$ cat src/rtl/rx_buf_pkg.sv
// Shared types and constants for the RX buffer read/flush controller.
package rx_buf_pkg;

   localparam int unsigned BUF_DEPTH = 64;

   typedef enum logic [1:0] {
      StIdle  = 2'd0,
      StRead  = 2'd1,
      StDone  = 2'd2,
      StFlush = 2'd3
   } rx_state_e;

   typedef enum logic [1:0] {
      SzByte = 2'd0,
      SzHalf = 2'd1,
      SzWord = 2'd2,
      SzRsvd = 2'd3
   } rd_size_e;

   // Bytes moved by a read of the given size; 0 marks the reserved encoding.
   function automatic logic [2:0] size_to_bytes(input logic [1:0] size);
      logic [2:0] n;
      case (rd_size_e'(size))
         SzByte:  n = 3'd1;
         SzHalf:  n = 3'd2;
         SzWord:  n = 3'd4;
         default: n = 3'd0;
      endcase
      return n;
   endfunction

endpackage

$ cat src/rtl/rx_word_assembler.sv
// Packs buffer bytes little-endian into a 32-bit read word and tracks the byte lane.
module rx_word_assembler (
   input  logic        i_clk,
   input  logic        i_n_rst,
   input  logic        i_clear,
   input  logic        i_capture,
   input  logic [7:0]  i_byte,
   output logic [1:0]  o_idx,
   output logic [31:0] o_word
);

   logic [1:0]  r_idx;
   logic [31:0] r_word;

   // Clear on an accepted read, otherwise drop each popped byte into lane r_idx.
   always_ff @(posedge i_clk) begin
      if (!i_n_rst) begin
         r_idx  <= 2'd0;
         r_word <= 32'd0;
      end else if (i_clear) begin
         r_idx  <= 2'd0;
         r_word <= 32'd0;
      end else if (i_capture) begin
         r_word[{r_idx, 3'b000} +: 8] <= i_byte;
         r_idx                        <= r_idx + 2'd1;
      end
   end

   assign o_idx  = r_idx;
   assign o_word = r_word;

endmodule

$ cat src/rtl/rx_buffer_ctrl.sv
// Arbitrates the RX data buffer between USB RX stores, AHB reads and flushes.
// Optional overflow guard: define RX_BUF_CTRL_OVF_GUARD_EN to block stores at
// occupancy BUF_DEPTH-1 and expose the sticky o_ovf flag.
module rx_buffer_ctrl
   import rx_buf_pkg::*;
(
   input  logic        i_clk,
   input  logic        i_n_rst,
   input  logic        i_rx_store_req,
   input  logic [7:0]  i_rx_byte,
   input  logic        i_ahb_rd_req,
   input  logic [1:0]  i_ahb_rd_size,
   input  logic        i_ahb_flush_req,
   input  logic [6:0]  i_buffer_occupancy,
   input  logic [7:0]  i_buf_rx_data,
   output logic        o_store_rx_packet_data,
   output logic [7:0]  o_rx_packet_data,
   output logic        o_get_rx_data,
   output logic        o_flush,
   output logic [31:0] o_rd_data,
   output logic        o_rd_done,
   output logic        o_rd_err,
   output logic        o_busy
`ifdef RX_BUF_CTRL_OVF_GUARD_EN
   ,
   output logic        o_ovf
`endif
);

   rx_state_e r_state;
   logic [2:0] r_cnt;
   logic       r_flush_pend;
   logic       r_rd_done;
   logic       r_rd_err;
   logic       r_flush;

   logic [2:0] w_req_bytes;
   logic       w_req_ok;
   logic       w_flush_any;
   logic       w_capture;
   logic       w_clear;
   logic       w_last;
   logic [1:0] w_idx;
   logic       w_store_ok;

   assign w_req_bytes = size_to_bytes(i_ahb_rd_size);
   assign w_req_ok    = (w_req_bytes != 3'd0) && (i_buffer_occupancy >= {4'd0, w_req_bytes});
   assign w_flush_any = i_ahb_flush_req | r_flush_pend;
   // A store owns the buffer port for the cycle, so the pop stalls.
   assign w_capture   = (r_state == StRead) && !i_rx_store_req;
   assign w_clear     = (r_state == StIdle) && !w_flush_any && i_ahb_rd_req && w_req_ok;
   assign w_last      = w_capture && ({1'b0, w_idx} == (r_cnt - 3'd1));

   // Control FSM with registered completion, error and flush pulses.
   always_ff @(posedge i_clk) begin
      if (!i_n_rst) begin
         r_state      <= StIdle;
         r_cnt        <= 3'd0;
         r_flush_pend <= 1'b0;
         r_rd_done    <= 1'b0;
         r_rd_err     <= 1'b0;
         r_flush      <= 1'b0;
      end else begin
         r_rd_done <= 1'b0;
         r_rd_err  <= 1'b0;
         r_flush   <= 1'b0;
         unique case (r_state)
            StIdle: begin
               if (w_flush_any) begin
                  r_state <= StFlush;
                  r_flush <= 1'b1;
               end else if (i_ahb_rd_req) begin
                  if (w_req_ok) begin
                     r_state <= StRead;
                     r_cnt   <= w_req_bytes;
                  end else begin
                     r_rd_err <= 1'b1;
                  end
               end
            end
            StRead: begin
               if (i_ahb_flush_req) r_flush_pend <= 1'b1;
               if (w_last) begin
                  r_state   <= StDone;
                  r_rd_done <= 1'b1;
               end
            end
            StDone: begin
               if (i_ahb_flush_req) r_flush_pend <= 1'b1;
               r_state <= StIdle;
            end
            StFlush: begin
               // The flush in progress covers any request that arrives now.
               r_flush_pend <= 1'b0;
               r_state      <= StIdle;
            end
         endcase
      end
   end

   rx_word_assembler u_asm (
      .i_clk     (i_clk),
      .i_n_rst   (i_n_rst),
      .i_clear   (w_clear),
      .i_capture (w_capture),
      .i_byte    (i_buf_rx_data),
      .o_idx     (w_idx),
      .o_word    (o_rd_data)
   );

   assign w_store_ok = i_rx_store_req && (r_state != StFlush);

`ifdef RX_BUF_CTRL_OVF_GUARD_EN
   localparam logic [6:0] OvfLevel = 7'(BUF_DEPTH - 1);

   logic w_ovf_hit;
   logic r_ovf;

   assign w_ovf_hit = w_store_ok && (i_buffer_occupancy == OvfLevel);

   // Sticky overflow flag, cleared only by a flush or reset.
   always_ff @(posedge i_clk) begin
      if (!i_n_rst) begin
         r_ovf <= 1'b0;
      end else if (r_state == StFlush) begin
         r_ovf <= 1'b0;
      end else if (w_ovf_hit) begin
         r_ovf <= 1'b1;
      end
   end

   assign o_ovf                  = r_ovf;
   assign o_store_rx_packet_data = w_store_ok && !w_ovf_hit;
`else
   assign o_store_rx_packet_data = w_store_ok;
`endif

   assign o_rx_packet_data = (r_state == StFlush) ? 8'd0 : i_rx_byte;
   assign o_get_rx_data    = w_capture;
   assign o_flush          = r_flush;
   assign o_rd_done        = r_rd_done;
   assign o_rd_err         = r_rd_err;
   assign o_busy           = (r_state != StIdle);

endmodule

$ cat config.mk
export PLATFORM = sky130hd
export DESIGN_NAME = rx_buffer_ctrl
export DESIGN_NICKNAME = d
export VERILOG_FILES = /design/src/rtl/rx_buf_pkg.sv /design/src/rtl/rx_word_assembler.sv /design/src/rtl/rx_buffer_ctrl.sv
export SDC_FILE = /design/constraint.sdc
export NUM_CORES = 1
export LEC_CHECK = 0
export CAP_MARGIN = 30
export CORE_MARGIN = 8
export CORE_UTILIZATION = 45
export CTS_CLUSTER_DIAMETER = 200
export CTS_CLUSTER_SIZE = 10
export DETAILED_ROUTE_END_ITERATION = 7
export GPL_TIMING_DRIVEN = 0
export PLACE_DENSITY = 0.82
export SETUP_SLACK_MARGIN = 0.05
export SYNTH_ARGS = -nofsm -noshare
export SYNTH_HDL_FRONTEND = slang
export SYNTH_SLANG_ARGS = --single-unit
$ cat constraint.sdc
create_clock -name i_clk -period 7.2 [get_ports i_clk]
set_clock_uncertainty 0.1 [all_clocks]
set_input_delay 2.16 -clock i_clk [delete_from_list [all_inputs] [get_ports i_clk]]
set_output_delay 2.16 -clock i_clk [all_outputs]
set_load 0.03 [all_outputs]
Yosys cells after proc, flatten, opt, wreduce, memory -nomap -nowiden
Cells that the tools add are included.
{"block": "totals", "regBits": 43, "input_bits": 30, "out_inout_bits": 46}
{"block": "op_classes", "n_addsub": 3, "magnitude_cmp": 1, "eq_ne": 11, "shift": 2, "n_mux": 13, "bitwise_logic": 5, "reduce_logical": 23}
{"op": "bitwise mux 32 bit", "count": 1}
{"op": "variable shift 8 x 7 -> 32 bit, first input constant", "count": 1}
{"op": "variable part select 8 x 7 -> 32 bit", "count": 1}
{"op": "one-hot mux 3 bit (3 select lines)", "count": 1}
{"op": "2-to-1 mux 2 bit", "count": 4}
{"op": "2-to-1 mux 8 bit", "count": 1}
{"op": ">= comparator 7 x 3 -> 1 bit", "count": 1}
{"op": "logical AND 1 bit", "count": 7}
{"op": "negation 5 -> 7 bit", "count": 1}
{"op": "equality test 2 bit, second input constant", "count": 3}
{"op": "inequality test 3 bit, second input constant", "count": 2}
{"op": "one-hot mux 2 bit (3 select lines)", "count": 1}
{"op": "AND reduction 2 bit", "count": 3}
{"op": "OR reduction 2 bit", "count": 3}
{"op": "equality test 2 x 1 -> 1 bit, second input constant", "count": 2}
{"op": "zero test 2 bit", "count": 2}
{"op": "2-to-1 mux 1 bit", "count": 4}
{"op": "inequality test 2 bit, second input constant", "count": 2}
{"op": "inverter 1 bit", "count": 4}
{"op": "AND reduction 4 bit", "count": 1}
{"op": "nonzero test 2 bit", "count": 2}
{"op": "OR reduction 4 bit", "count": 1}
{"op": "equality test 2 x 3 -> 1 bit", "count": 1}
{"op": "AND reduction 3 bit", "count": 1}
{"op": "other kinds (7)", "count": 8}

Logic depth before layout (Yosys ltp)
Gate-level depths: netlist of the first run.
{"block": "logic_depth", "word_depth": 8, "mapped_depth": 8}

Hierarchy
Synthesis of the first run repeated with hierarchy kept, for this count alone.
{"block": "unflattened", "cells_unflattened": 229, "area_unflattened_um2": 2029.4}
{"mod": "rx_word_assembler", "instances": 1, "cells_each": 147, "area_per_inst_um2": 1356.3, "seq_area_each_um2": 680.7}
{"mod": "rx_buffer_ctrl", "instances": 1, "cells_each": 82, "area_per_inst_um2": 673.1, "seq_area_each_um2": 180.2}

Worst setup path after synthesis of the first run
OpenSTA, ideal clock, no wires.
{"block": "synth_path", "kind": "input to output", "from": "input port i_rx_byte[0]", "to": "output port o_rx_packet_data[0]", "arrival_ps": 2615, "required_time_ps": 4940, "setup_slack_ps": 2325, "cell_stages": 1, "n_path_buf": 0, "path_cell_list": "nor2b_1"}
{"block": "synth_via", "elab_chain_len": 1}
{"element": "start: declaration", "line_no": "rx_buffer_ctrl.sv:10", "source": "input logic [7:0] i_rx_byte,"}
{"element": "2-to-1 mux 8 bit", "line_no": "rx_buffer_ctrl.sv:138", "source": "assign o_rx_packet_data = (r_state == StFlush) ? 8'd0 : i_rx_byte;"}
{"element": "end: declaration", "line_no": "rx_buffer_ctrl.sv:17", "source": "output logic [7:0] o_rx_packet_data,"}
Every way passes these cells.

Worst setup path after layout of the first run
{"block": "layout_path", "from": "input port i_rx_store_req", "to": "output port o_get_rx_data"}
{"block": "layout_via", "elab_chain_len": 2}
{"element": "start: declaration", "line_no": "rx_buffer_ctrl.sv:9", "source": "input logic i_rx_store_req,"}
{"element": "zero test 1 bit", "line_no": "rx_buffer_ctrl.sv:50", "source": "assign w_capture = (r_state == StRead) && !i_rx_store_req;"}
{"element": "logical AND 1 bit", "line_no": "rx_buffer_ctrl.sv:50"}
{"element": "end: declaration", "line_no": "rx_buffer_ctrl.sv:18", "source": "output logic o_get_rx_data,"}
Every way passes these cells.

==> results of run 1 <==
[worst reg2reg max path, delay by kind of cell (launching register included)]
kind                       cells  cell delay [ps]
AOI/OAI and AO/OA              1              160
buffers and inverters          2              480
and+or+nand+nor                2              820
adders and majority gates      1              420
DFF                            1              360
[kinds of logic after synthesis]
| group | synth area share |
|---|---|
| and+or+nand+nor | 0.209 |
| muxes | 0.00526 |
| AOI/OAI and AO/OA | 0.197 |
| buffers and inverters | 0.0395 |
| DFF | 0.453 |
| xor gates and xnor gates | 0.0184 |
| adders and majority gates | 0.0789 |
[state kept, by name (all words and copies together), names as in the netlist]
signal        cells
o_rd_err          1
o_rd_done         1
r_flush_pend      1
o_flush           1
r_cnt             3
u_asm.o_idx       2
u_asm.o_word     32
r_state           2
[synthesized netlist by cell type]
library cell,n
nand4_1,3
o311a_1,1
nand3_1,1
a22oi_1,32
nor2b_1,11
nor2_1,39
nand2_1,7
inv_1,11
ha_1,12
dfxtp_1,43
buf_2,3
nand2_2,2
xnor2_1,2
nand2b_1,3
mux2i_1,1
and4_1,1
a21o_1,1
or4_4,1
o21ai_0,4
nor4_2,1
o21ai_2,1
a2bb2oi_1,1
a211o_1,1
buf_4,1
and2_1,1
a211oi_2,1
nor3_1,2
a21oi_1,4
o31ai_1,1
o21a_1,2
clkbuf_1,3
xor2_1,2
and3_1,1
a21boi_0,2
nor4b_2,3
[final timing paths]
path                            slack, ps                            to  depth (start not counted)
worst min register to register        410  u_asm.o_word[5]$_SDFFE_PP0P_                          2
worst max register to register       4780  u_asm.o_word[7]$_SDFFE_PP0P_                          6
worst min-delay path                  410  u_asm.o_word[5]$_SDFFE_PP0P_                          2
worst max-delay path                 1410                 o_get_rx_data                          4
[power breakdown]
part / total (µW) / switching (µW) / internal (µW) / leakage (µW)
sequential: 266 / 11.4 / 255 / 0.000348
combinational: 229 / 133 / 95.9 / 0.000646
clock: 151 / 83.9 / 67.5 / 0.0000402
total: 646 / 228 / 418 / 0.00103
[cell type report]
class	instances	area, µm²	share of cell area
well taps	50	62.6	0.0223
repair buffers	75	751	0.268
plain buffers	7	33.8	0.0120
inverters	11	41.3	0.0147
multi-input cells	144	966	0.344
clock inverters	3	20.0	0.00714
clock buffers	5	68.8	0.0245
flip-flops and latches	43	861	0.307
[through the flow]
step	util	hold WS (ps)	cells
CTS	0.696	422	338
detailed placement	0.674	404	330
finish	0.696	415	338
floorplan	-	377	205
global placement	0.674	390	330
global route	0.696	440	338
[metal layers]
layer,wire length (µm),vias up,share of wire,global-route usage
met5,0,-,0,0
met4,49,0,0.0095,0.0518
met3,360,5,0.070,0.0519
met2,2590,58,0.50,0.273
met1,2150,841,0.42,0.184
li1,-,882,-,-
==> metrics.log, run 1 <==
[metrics] Clk pin slew, worst setup/hold paths: 80 ps
[metrics] max_cap viols: 0
[metrics] most area-hungry cell type in the Yosys netlist: dfxtp_1
[metrics] CTS root buffer: clkbuf_8
[metrics] via count: 1,786
[metrics] setup tns final: 0 ps
[metrics] Power per Cell Area: 231 nW/µm²
[metrics] Critical Path, Cell by Cell: clkdlybuf4s50_1 > nor2b_1 > buf_4 > clkdlybuf4s50_1
[metrics] port bufs: 75
[metrics] maximum ir drop on the vdd rail: 0.000139 V
[metrics] clock latency on the worst-skew pair: 290 ps
[metrics] filler cell count in the final layout: 345
[metrics] CTS tree: done
[metrics] Synth cell types: 35
[metrics] data required time of the critical path: 4940 ps
[metrics] number of nets in the finished design: 329
[metrics] Core ar.: 4030 µm²
[metrics] least setup slack across all paths after layout: 1410 ps
[metrics] unrepaired setup endpoints after global routing: no
[metrics] origin of the critical flop-to-flop path: u_asm.o_idx[0]$_SDFFE_PP0P_
[metrics] H-tree depth: 2
[metrics] global placement routability congestion: 0.787
[metrics] number of nets with antenna violations after detailed routing: 0
[metrics] Slew Limit Fails: 0
[metrics] critical path launch point type: primary input
[metrics] Slew Limit Headroom: 0.475
[metrics] max frequency: 173 MHz
[metrics] DRC errors left: 0
[metrics] delay contributed by the slowest stage of the critical path: 680 ps
[metrics] via density per instance: 5.28
[metrics] Initial Util: 0.472
[metrics] Post-CTS Resized: 0
[metrics] sequential-to-total area share from yosys stat: 0.453
[metrics] library cell appearing most often on the critical path: clkdlybuf4s50_1
[metrics] startpoint of the tightest hold check path: u_asm.o_word[5]$_SDFFE_PP0P_
[metrics] 1st-iter DRT viols: 116
[metrics] type of destination of the critical path: primary output
[metrics] number of hold buffers added after CTS: 0
[metrics] Die Outline Area: 6560 µm²
[metrics] I/O pin count: 76
[metrics] yosys synthesis warning count: 0
[metrics] actual transition at the worst max-transition pin: 785 ps
[metrics] Total Power Consumption: 646 µW
[metrics] DP Area: 2720 µm²
[metrics] Data arrival, critical path: 3530 ps
[metrics] TritonCTS buffer count: 5
[metrics] total setup violations reported at the end of the flow: 0
[metrics] Vert. Die Dim: 81.0 µm
[metrics] layout cell share with drive strength beyond 1: 0.0729
[metrics] initial antenna violation count: 0
[metrics] commonest non-fill, non-tap cells in the layout: clkdlybuf4s50_1, dfxtp_1, nor2_1, a22oi_1, ha_1
[metrics] Critical Path Slowest Stage Cell: clkdlybuf4s50_1
[metrics] total grt overflow: 0
[metrics] number of inserted diodes: 0
[metrics] number of rows in the core area: 23
[metrics] CTS sink count: 43
[metrics] Post-Synthesis Mean Instance Area: 9.28 µm²
[metrics] Routed Wire Length: 5150 µm
[metrics] Worst Path Buf+Inv: 3
[metrics] worst-case setup slack after placement: 1390 ps
[metrics] synth top area cells: dfxtp_1, a22oi_1, ha_1, nor2_1, nor2b_1
[metrics] Synth Net Count: 247
[metrics] width of the die: 81.0 µm
[metrics] post-detail-place hpwl: 4010 µm
[metrics] gate family responsible for the most delay along the worst path: buffers and inverters
[metrics] Setup crit start: i_rx_store_req
[metrics] wire length of the first global-routing pass: 8340 µm
[metrics] largest net degree at the start of global routing: 15
[metrics] classification of the worst setup path: primary input to primary output
[metrics] post-synthesis register bit count: 43
[metrics] Hold Vio Cnt, Final: 0
[metrics] count of mapped cells out of synthesis: 205
[metrics] area share of the largest cell type after synthesis: 0.453
[metrics] Pre-Repair DR Iteration Count: 4
[metrics] final critical path time including I/O delays and setup: 5790 ps
[metrics] P_leak: 0.00103 µW
[metrics] Post-CTS Setup Bufs: 0
[metrics] layout overhead on the synthesized area: 47.4%
[metrics] worst min-delay path category: register to register
[metrics] status: finished clean
[metrics] final period utilization: 0.805
[metrics] maximum buffer depth of the clock tree: 2
[metrics] GRT Total Usage: 0.159
[metrics] leading cell type in the layout, fill and taps excluded: clkdlybuf4s50_1
[metrics] vias in the first global route: 1,840
[metrics] final instance area: 2800 µm²
[metrics] Max Fanout on Critical Path: 9
[metrics] synthesized cell area: 1900 µm²
[metrics] routed wire length per instance: 15.2 µm
(Power assumes the default switching activity.)
==> inputs of run 2 (changes only) <==
--- a/config.mk
+++ b/config.mk
@@ -7,12 +7,12 @@
 export LEC_CHECK = 0
 export CAP_MARGIN = 30
 export CORE_MARGIN = 8
-export CORE_UTILIZATION = 45
+export CORE_UTILIZATION = 43
 export CTS_CLUSTER_DIAMETER = 200
 export CTS_CLUSTER_SIZE = 10
 export DETAILED_ROUTE_END_ITERATION = 7
 export GPL_TIMING_DRIVEN = 0
-export PLACE_DENSITY = 0.82
+export PLACE_DENSITY = 0.79
 export SETUP_SLACK_MARGIN = 0.05
 export SYNTH_ARGS = -nofsm -noshare
 export SYNTH_HDL_FRONTEND = slang
==> constraint.sdc (replaced) <==
create_clock -name i_clk -period 5.9 [get_ports i_clk]
set_clock_uncertainty 0.1 [all_clocks]
set_input_delay 1.77 -clock i_clk [delete_from_list [all_inputs] [get_ports i_clk]]
set_output_delay 1.77 -clock i_clk [all_outputs]
set_load 0.03 [all_outputs]
==> run 2 against run 1 <==
Against the previous run: power rose by 21%; die area rose by 3.7%; hold slack got worse by 3.4 ps; core utilization fell by 4.3 points; sequential power rose by 22%; sequential share of layout area barely moved; largest cell class unchanged; final cell count rose by 0.59%; first-iteration DRC count rose by 5.2%; largest power group unchanged; sequential cell count did not move; critical endpoint unchanged.
==> metrics.log, run 2 (synthesized netlist as in run 1, its figures left out) <==
[metrics] classification of the worst setup path: primary input to primary output
[metrics] width of the die: 82.5 µm (+1.8%)
[metrics] total grt overflow: 0 (unchanged)
[metrics] actual transition at the worst max-transition pin: 821 ps (+36.2 ps)
[metrics] TritonCTS buffer count: 5 (unchanged)
[metrics] I/O pin count: 76 (unchanged)
[metrics] final period utilization: 0.859
[metrics] Routed Wire Length: 5020 µm (-2.4%)
[metrics] maximum buffer depth of the clock tree: 2 (unchanged)
[metrics] max FFs per register: 32 (unchanged)
[metrics] via density per instance: 5.09 (-3.6%)
[metrics] post-detail-place hpwl: 3980 µm (-0.51%)
[metrics] number of rows in the core area: 24 (+4.3%)
[metrics] total setup violations reported at the end of the flow: 0 (unchanged)
[metrics] filler cell count in the final layout: 396 (+15%)
[metrics] vias in the first global route: 1,719 (-6.6%)
[metrics] largest net degree at the start of global routing: 14 (-1)
[metrics] via count: 1,731 (-3.1%)
[metrics] Slew Limit Headroom: 0.448 (-0.0273)
[metrics] Power per Cell Area: 279 nW/µm² (+21%)
[metrics] CTS root buffer: clkbuf_8
[metrics] type of destination of the critical path: primary output
[metrics] layout cell share with drive strength beyond 1: 0.0694 (-0.00347)
[metrics] max_cap viols: 0 (unchanged)
[metrics] leading cell type in the layout, fill and taps excluded: clkdlybuf4s50_1
[metrics] GRT Total Usage: 0.150 (-0.00895)
[metrics] max frequency: 197 MHz
[metrics] minimum hold slack: 412 ps (-3.44 ps)
[metrics] clock latency on the worst-skew pair: 290 ps (about the same)
[metrics] wire length of the first global-routing pass: 8060 µm (-3.4%)
[metrics] status: finished clean
[metrics] final critical path time including I/O delays and setup: 5070 ps
[metrics] Pre-Repair DR Iteration Count: 4 (unchanged)
[metrics] Worst Hold Depth: 2 (unchanged)
[metrics] Hold Vio Cnt, Final: 0 (unchanged)
[metrics] number of nets in the finished design: 329 (unchanged)
[metrics] area taken by flip-flops and latches: 861 µm² (unchanged)
[metrics] number of inserted diodes: 0 (unchanged)
[metrics] CTS tree: done
[metrics] Initial Util: 0.443 (-0.0292)
[metrics] Clk pin slew, worst setup/hold paths: 70 ps (about the same)
[metrics] CTS sink count: 43 (unchanged)
[metrics] Data arrival, critical path: 3200 ps (-330 ps)
[metrics] number of cells on the worst reg-to-reg path: 6 (unchanged)
[metrics] routed wire length per instance: 14.8 µm (-3.0%)
[metrics] Slew Limit Fails: 0 (unchanged)
[metrics] area of the multi-input gates: 966 µm² (unchanged)
[metrics] worst min-delay path category: register to register
[metrics] 1st-iter DRT viols: 122 (+5.2%)
[metrics] H-tree depth: 2 (unchanged)
[metrics] Post-CTS Setup Bufs: 0 (unchanged)
[metrics] number of hold buffers added after CTS: 0 (unchanged)
[metrics] Max Fanout on Critical Path: 9 (unchanged)
[metrics] port bufs: 75 (unchanged)
[metrics] initial antenna violation count: 0 (unchanged)
[metrics] critical path launch point type: primary input
[metrics] global placement routability congestion: 0.786 (about the same)
[metrics] Vert. Die Dim: 82.5 µm (+1.8%)
[metrics] Core ar.: 4290 µm² (+6.6%)
[metrics] final core area utilization: 0.653 (-0.0433)
[metrics] maximum ir drop on the vdd rail: 0.000158 V (+14%)
[metrics] setup tns final: 0 ps (unchanged)
[metrics] DRC errors left: 0 (unchanged)
[metrics] unrepaired setup endpoints after global routing: no
[metrics] Total Power Consumption: 783 µW (+21%)
[metrics] Die Outline Area: 6810 µm² (+3.7%)
[metrics] layout overhead on the synthesized area: 47.4% (about the same)
[metrics] commonest non-fill, non-tap cells in the layout: clkdlybuf4s50_1, dfxtp_1, nor2_1, a22oi_1, ha_1
[metrics] number of nets with antenna violations after detailed routing: 0 (unchanged)
[metrics] Post-CTS Resized: 0 (unchanged)
[metrics] P_leak: 0.00104 µW (about the same)
[metrics] data required time of the critical path: 4030 ps (-910 ps)
[run 2: layer usage]
layer / GRT usage / vias up / routed length (µm)
met1: 0.188 / 791 / 2170
met3: 0.0541 / 7 / 419
met4: 0.0483 / 0 / 67
li1: - / 883 / -
met5: 0 / - / 0
met2: 0.236 / 50 / 2360
[run 2: worst paths after layout]
kind	start	end	slack [ps]
worst max-delay path	i_rx_store_req	o_get_rx_data	830
worst max register to register	u_asm.o_idx[0]$_SDFFE_PP0P_	u_asm.o_word[28]$_SDFFE_PP0P_	3510
worst min register to register	u_asm.o_word[10]$_SDFFE_PP0P_	u_asm.o_word[10]$_SDFFE_PP0P_	410
worst min-delay path	u_asm.o_word[10]$_SDFFE_PP0P_	u_asm.o_word[10]$_SDFFE_PP0P_	410
[run 2: area by class of cell]
cell class,count,area share
repair buffers,75,0.268
plain buffers,7,0.0121
well taps,52,0.0232
inverters,11,0.0147
clock buffers,6,0.0259
multi-input cells,144,0.345
clock inverters,2,0.00446
flip-flops and latches,43,0.307
[run 2: power breakdown]
| part | switching (µW) | internal [µW] | total [µW] |
|---|---|---|---|
| registers | 14.5 | 311 | 325 |
| clock network | 98.2 | 82.7 | 181 |
| logic | 160 | 116 | 277 |
| total | 273 | 510 | 783 |
[run 2: worst max-delay path, cell delays in order]
cell,delay (ps)
clkdlybuf4s50_1,430
nor2b_1,120
buf_4,180
clkdlybuf4s50_1,700
[run 2: through the flow]
stage | area (µm²) | worst slack, ps | cells
floorplan | 1900 | 1800 | 205
global placement | 2720 | 822 | 332
finish | 2800 | 830 | 340
detailed placement | 2720 | 819 | 332
CTS | 2800 | 816 | 340
global route | 2800 | 794 | 340
==> inputs of run 3 (changes only) <==
--- a/config.mk
+++ b/config.mk
@@ -12,6 +12,7 @@
 export CTS_CLUSTER_SIZE = 10
 export DETAILED_ROUTE_END_ITERATION = 7
 export GPL_TIMING_DRIVEN = 0
+export MAX_ROUTING_LAYER = met4
 export PLACE_DENSITY = 0.79
 export SETUP_SLACK_MARGIN = 0.05
 export SYNTH_ARGS = -nofsm -noshare
==> run 3 against run 2 <==
Against the previous run: die area is the same; sequential share of layout area is the same; final cell count is the same; power is essentially flat; maximum frequency is essentially flat; critical path depth is the same; worst setup slack gained 1.1 ps; count of clock-buffer cells in the layout is the same; via count grew 0.35%; critical path type unchanged.
==> metrics.log, run 3 (synthesized netlist as in run 1, its figures left out) <==
[metrics] critical path launch point type: primary input
[metrics] cell-internal power: 510 µW (about the same)
[metrics] final critical path time including I/O delays and setup: 5070 ps (-1.09 ps)
[metrics] wire length of the first global-routing pass: 8070 µm (+0.17%)
[metrics] area of the multi-input gates: 966 µm² (unchanged)
[metrics] max_cap viols: 0 (unchanged)
[metrics] GRT Total Usage: 0.155 (+0.00497)
[metrics] number of nets with antenna violations after detailed routing: 0 (unchanged)
[metrics] actual transition at the worst max-transition pin: 790 ps (-31.3 ps)
[metrics] CTS root buffer: clkbuf_8
[metrics] Data arrival, critical path: 3200 ps (about the same)
[metrics] layout cell share with drive strength beyond 1: 0.0694 (unchanged)
[metrics] Vert. Die Dim: 82.5 µm (unchanged)
[metrics] Total Power Consumption: 783 µW (about the same)
[metrics] Slew Limit Fails: 0 (unchanged)
[metrics] minimum hold slack: 412 ps (-0.00300 ps)
[metrics] worst min-delay path category: register to register
[metrics] number of inserted diodes: 0 (unchanged)
[metrics] P_leak: 0.00104 µW (unchanged)
[metrics] layout overhead on the synthesized area: 47.4% (unchanged)
[metrics] Initial Util: 0.443 (unchanged)
[metrics] number of rows in the core area: 24 (unchanged)
[metrics] Comb pwr share: 0.354 (about the same)
[metrics] number of nets in the finished design: 329 (unchanged)
[metrics] via count: 1,737 (+0.35%)
[metrics] global placement routability congestion: 0.797 (+1.4%)
[metrics] Pre-Repair DR Iteration Count: 4 (unchanged)
[metrics] share of total power in sequential cells: 0.415 (about the same)
[metrics] unrepaired setup endpoints after global routing: no
[metrics] Power per Cell Area: 279 nW/µm² (about the same)
[metrics] maximum ir drop on the vdd rail: 0.000158 V (-0.24%)
[metrics] classification of the worst setup path: primary input to primary output
[metrics] DP Area: 2720 µm² (unchanged)
[metrics] initial antenna violation count: 0 (unchanged)
[metrics] final instance area: 2800 µm² (unchanged)
[metrics] port bufs: 75 (unchanged)
[metrics] Core ar.: 4290 µm² (unchanged)
[metrics] clock latency on the worst-skew pair: 290 ps (about the same)
[metrics] total setup violations reported at the end of the flow: 0 (unchanged)
[metrics] power dissipated by switching net loads: 273 µW (unchanged)
[metrics] commonest non-fill, non-tap cells in the layout: clkdlybuf4s50_1, dfxtp_1, nor2_1, a22oi_1, ha_1
[metrics] post-detail-place hpwl: 3980 µm (unchanged)
[metrics] switching fraction of total power: 0.349 (about the same)
[metrics] H-tree depth: 2 (unchanged)
[metrics] CTS tree: done
[metrics] final period utilization: 0.859 (about the same)
[metrics] setup tns final: 0 ps (unchanged)
[metrics] I/O pin count: 76 (unchanged)
[metrics] type of destination of the critical path: primary output
[metrics] share of power burned in the clock network: 0.231 (about the same)
[metrics] leading cell type in the layout, fill and taps excluded: clkdlybuf4s50_1
[metrics] width of the die: 82.5 µm (unchanged)
[metrics] Slew Limit Headroom: 0.469 (+0.0211)
[metrics] Clk pin slew, worst setup/hold paths: 70 ps (about the same)
[metrics] TritonCTS buffer count: 5 (unchanged)
[metrics] Post-CTS Setup Bufs: 0 (unchanged)
[metrics] Routed Wire Length: 5020 µm (about the same)
[metrics] DRC errors left: 0 (unchanged)
[metrics] Hold Vio Cnt, Final: 0 (unchanged)
[metrics] Post-CTS Resized: 0 (unchanged)
[metrics] largest net degree at the start of global routing: 14 (unchanged)
[metrics] number of hold buffers added after CTS: 0 (unchanged)
[metrics] filler cell count in the final layout: 396 (unchanged)
[metrics] area taken by flip-flops and latches: 861 µm² (unchanged)
[metrics] maximum buffer depth of the clock tree: 2 (unchanged)
[metrics] CTS sink count: 43 (unchanged)
[metrics] max frequency: 197 MHz (about the same)
[metrics] data required time of the critical path: 4030 ps (about the same)
[metrics] Die Outline Area: 6810 µm² (unchanged)
[metrics] total grt overflow: 0 (unchanged)
[metrics] 1st-iter DRT viols: 112 (-8.2%)
[metrics] max FFs per register: 32 (unchanged)
[metrics] status: finished clean
[metrics] via density per instance: 5.11 (+0.35%)
[metrics] final core area utilization: 0.653 (unchanged)
[metrics] vias in the first global route: 1,723 (+0.23%)
[metrics] Max Fanout on Critical Path: 9 (unchanged)
[metrics] routed wire length per instance: 14.8 µm (about the same)
-- run 3: cell counts in the layout (fill, tap and decap cells not counted) --
No cell type changed its count.
-- run 3: path summary, 6_finish.rpt --
| kind | start | depth (start not counted) | endpoint | slack (ps) |
|---|---|---|---|---|
| worst max-delay path | i_rx_store_req | 4 | o_get_rx_data | 830 |
| worst min-delay path | u_asm.o_word[10]$_SDFFE_PP0P_ | 2 | u_asm.o_word[10]$_SDFFE_PP0P_ | 410 |
| worst max register to register | u_asm.o_idx[0]$_SDFFE_PP0P_ | 6 | u_asm.o_word[28]$_SDFFE_PP0P_ | 3520 |
| worst min register to register | u_asm.o_word[10]$_SDFFE_PP0P_ | 2 | u_asm.o_word[10]$_SDFFE_PP0P_ | 410 |
-- run 3: per-layer routing --
| metal | vias to the layer above | share of wire | global-route usage | routed length, µm |
|---|---|---|---|---|
| met2 | 56 | 0.48 | 0.237 | 2400 |
| met1 | 795 | 0.45 | 0.194 | 2260 |
| met5 | - | 0 | - | 0 |
| met3 | 3 | 0.067 | 0.0509 | 338 |
| met4 | 0 | 0.0042 | 0.0379 | 21 |
| li1 | 883 | - | - | - |
-- run 3: area by class of cell --
cell class                 count  share of cell area
multi-input combinational    144               0.345
sequential                    43               0.307
timing repair buffer          75               0.268
clock buffer                   6              0.0259
tap                           52              0.0232
inverter                      11              0.0147
buffer                         7              0.0121
clock inverter                 2             0.00446
-- run 3: per-stage QoR --
step,setup slack [ps],cells
6_report,831,340
5_1_grt,794,340
4_1_cts,816,340
3_5_place_dp,819,332
3_3_place_gp,822,332
2_1_floorplan,1800,205
-- run 3: power by group through the flow --
| stage | registers (µW) | clock network [µW] | logic (µW) |
|---|---|---|---|
| after floorplan | 346 | 0 | 163 |
| after global placement | 331 | 0 | 274 |
| after detailed placement | 331 | 0 | 278 |
| after CTS | 325 | 185 | 279 |
| after global routing | 328 | 199 | 307 |
| final | 325 | 181 | 277 |
-- run 3: worst max-delay path: stages --
cell	delay, ps
clkdlybuf4s50_1	430
nor2b_1	120
buf_4	180
clkdlybuf4s50_1	700
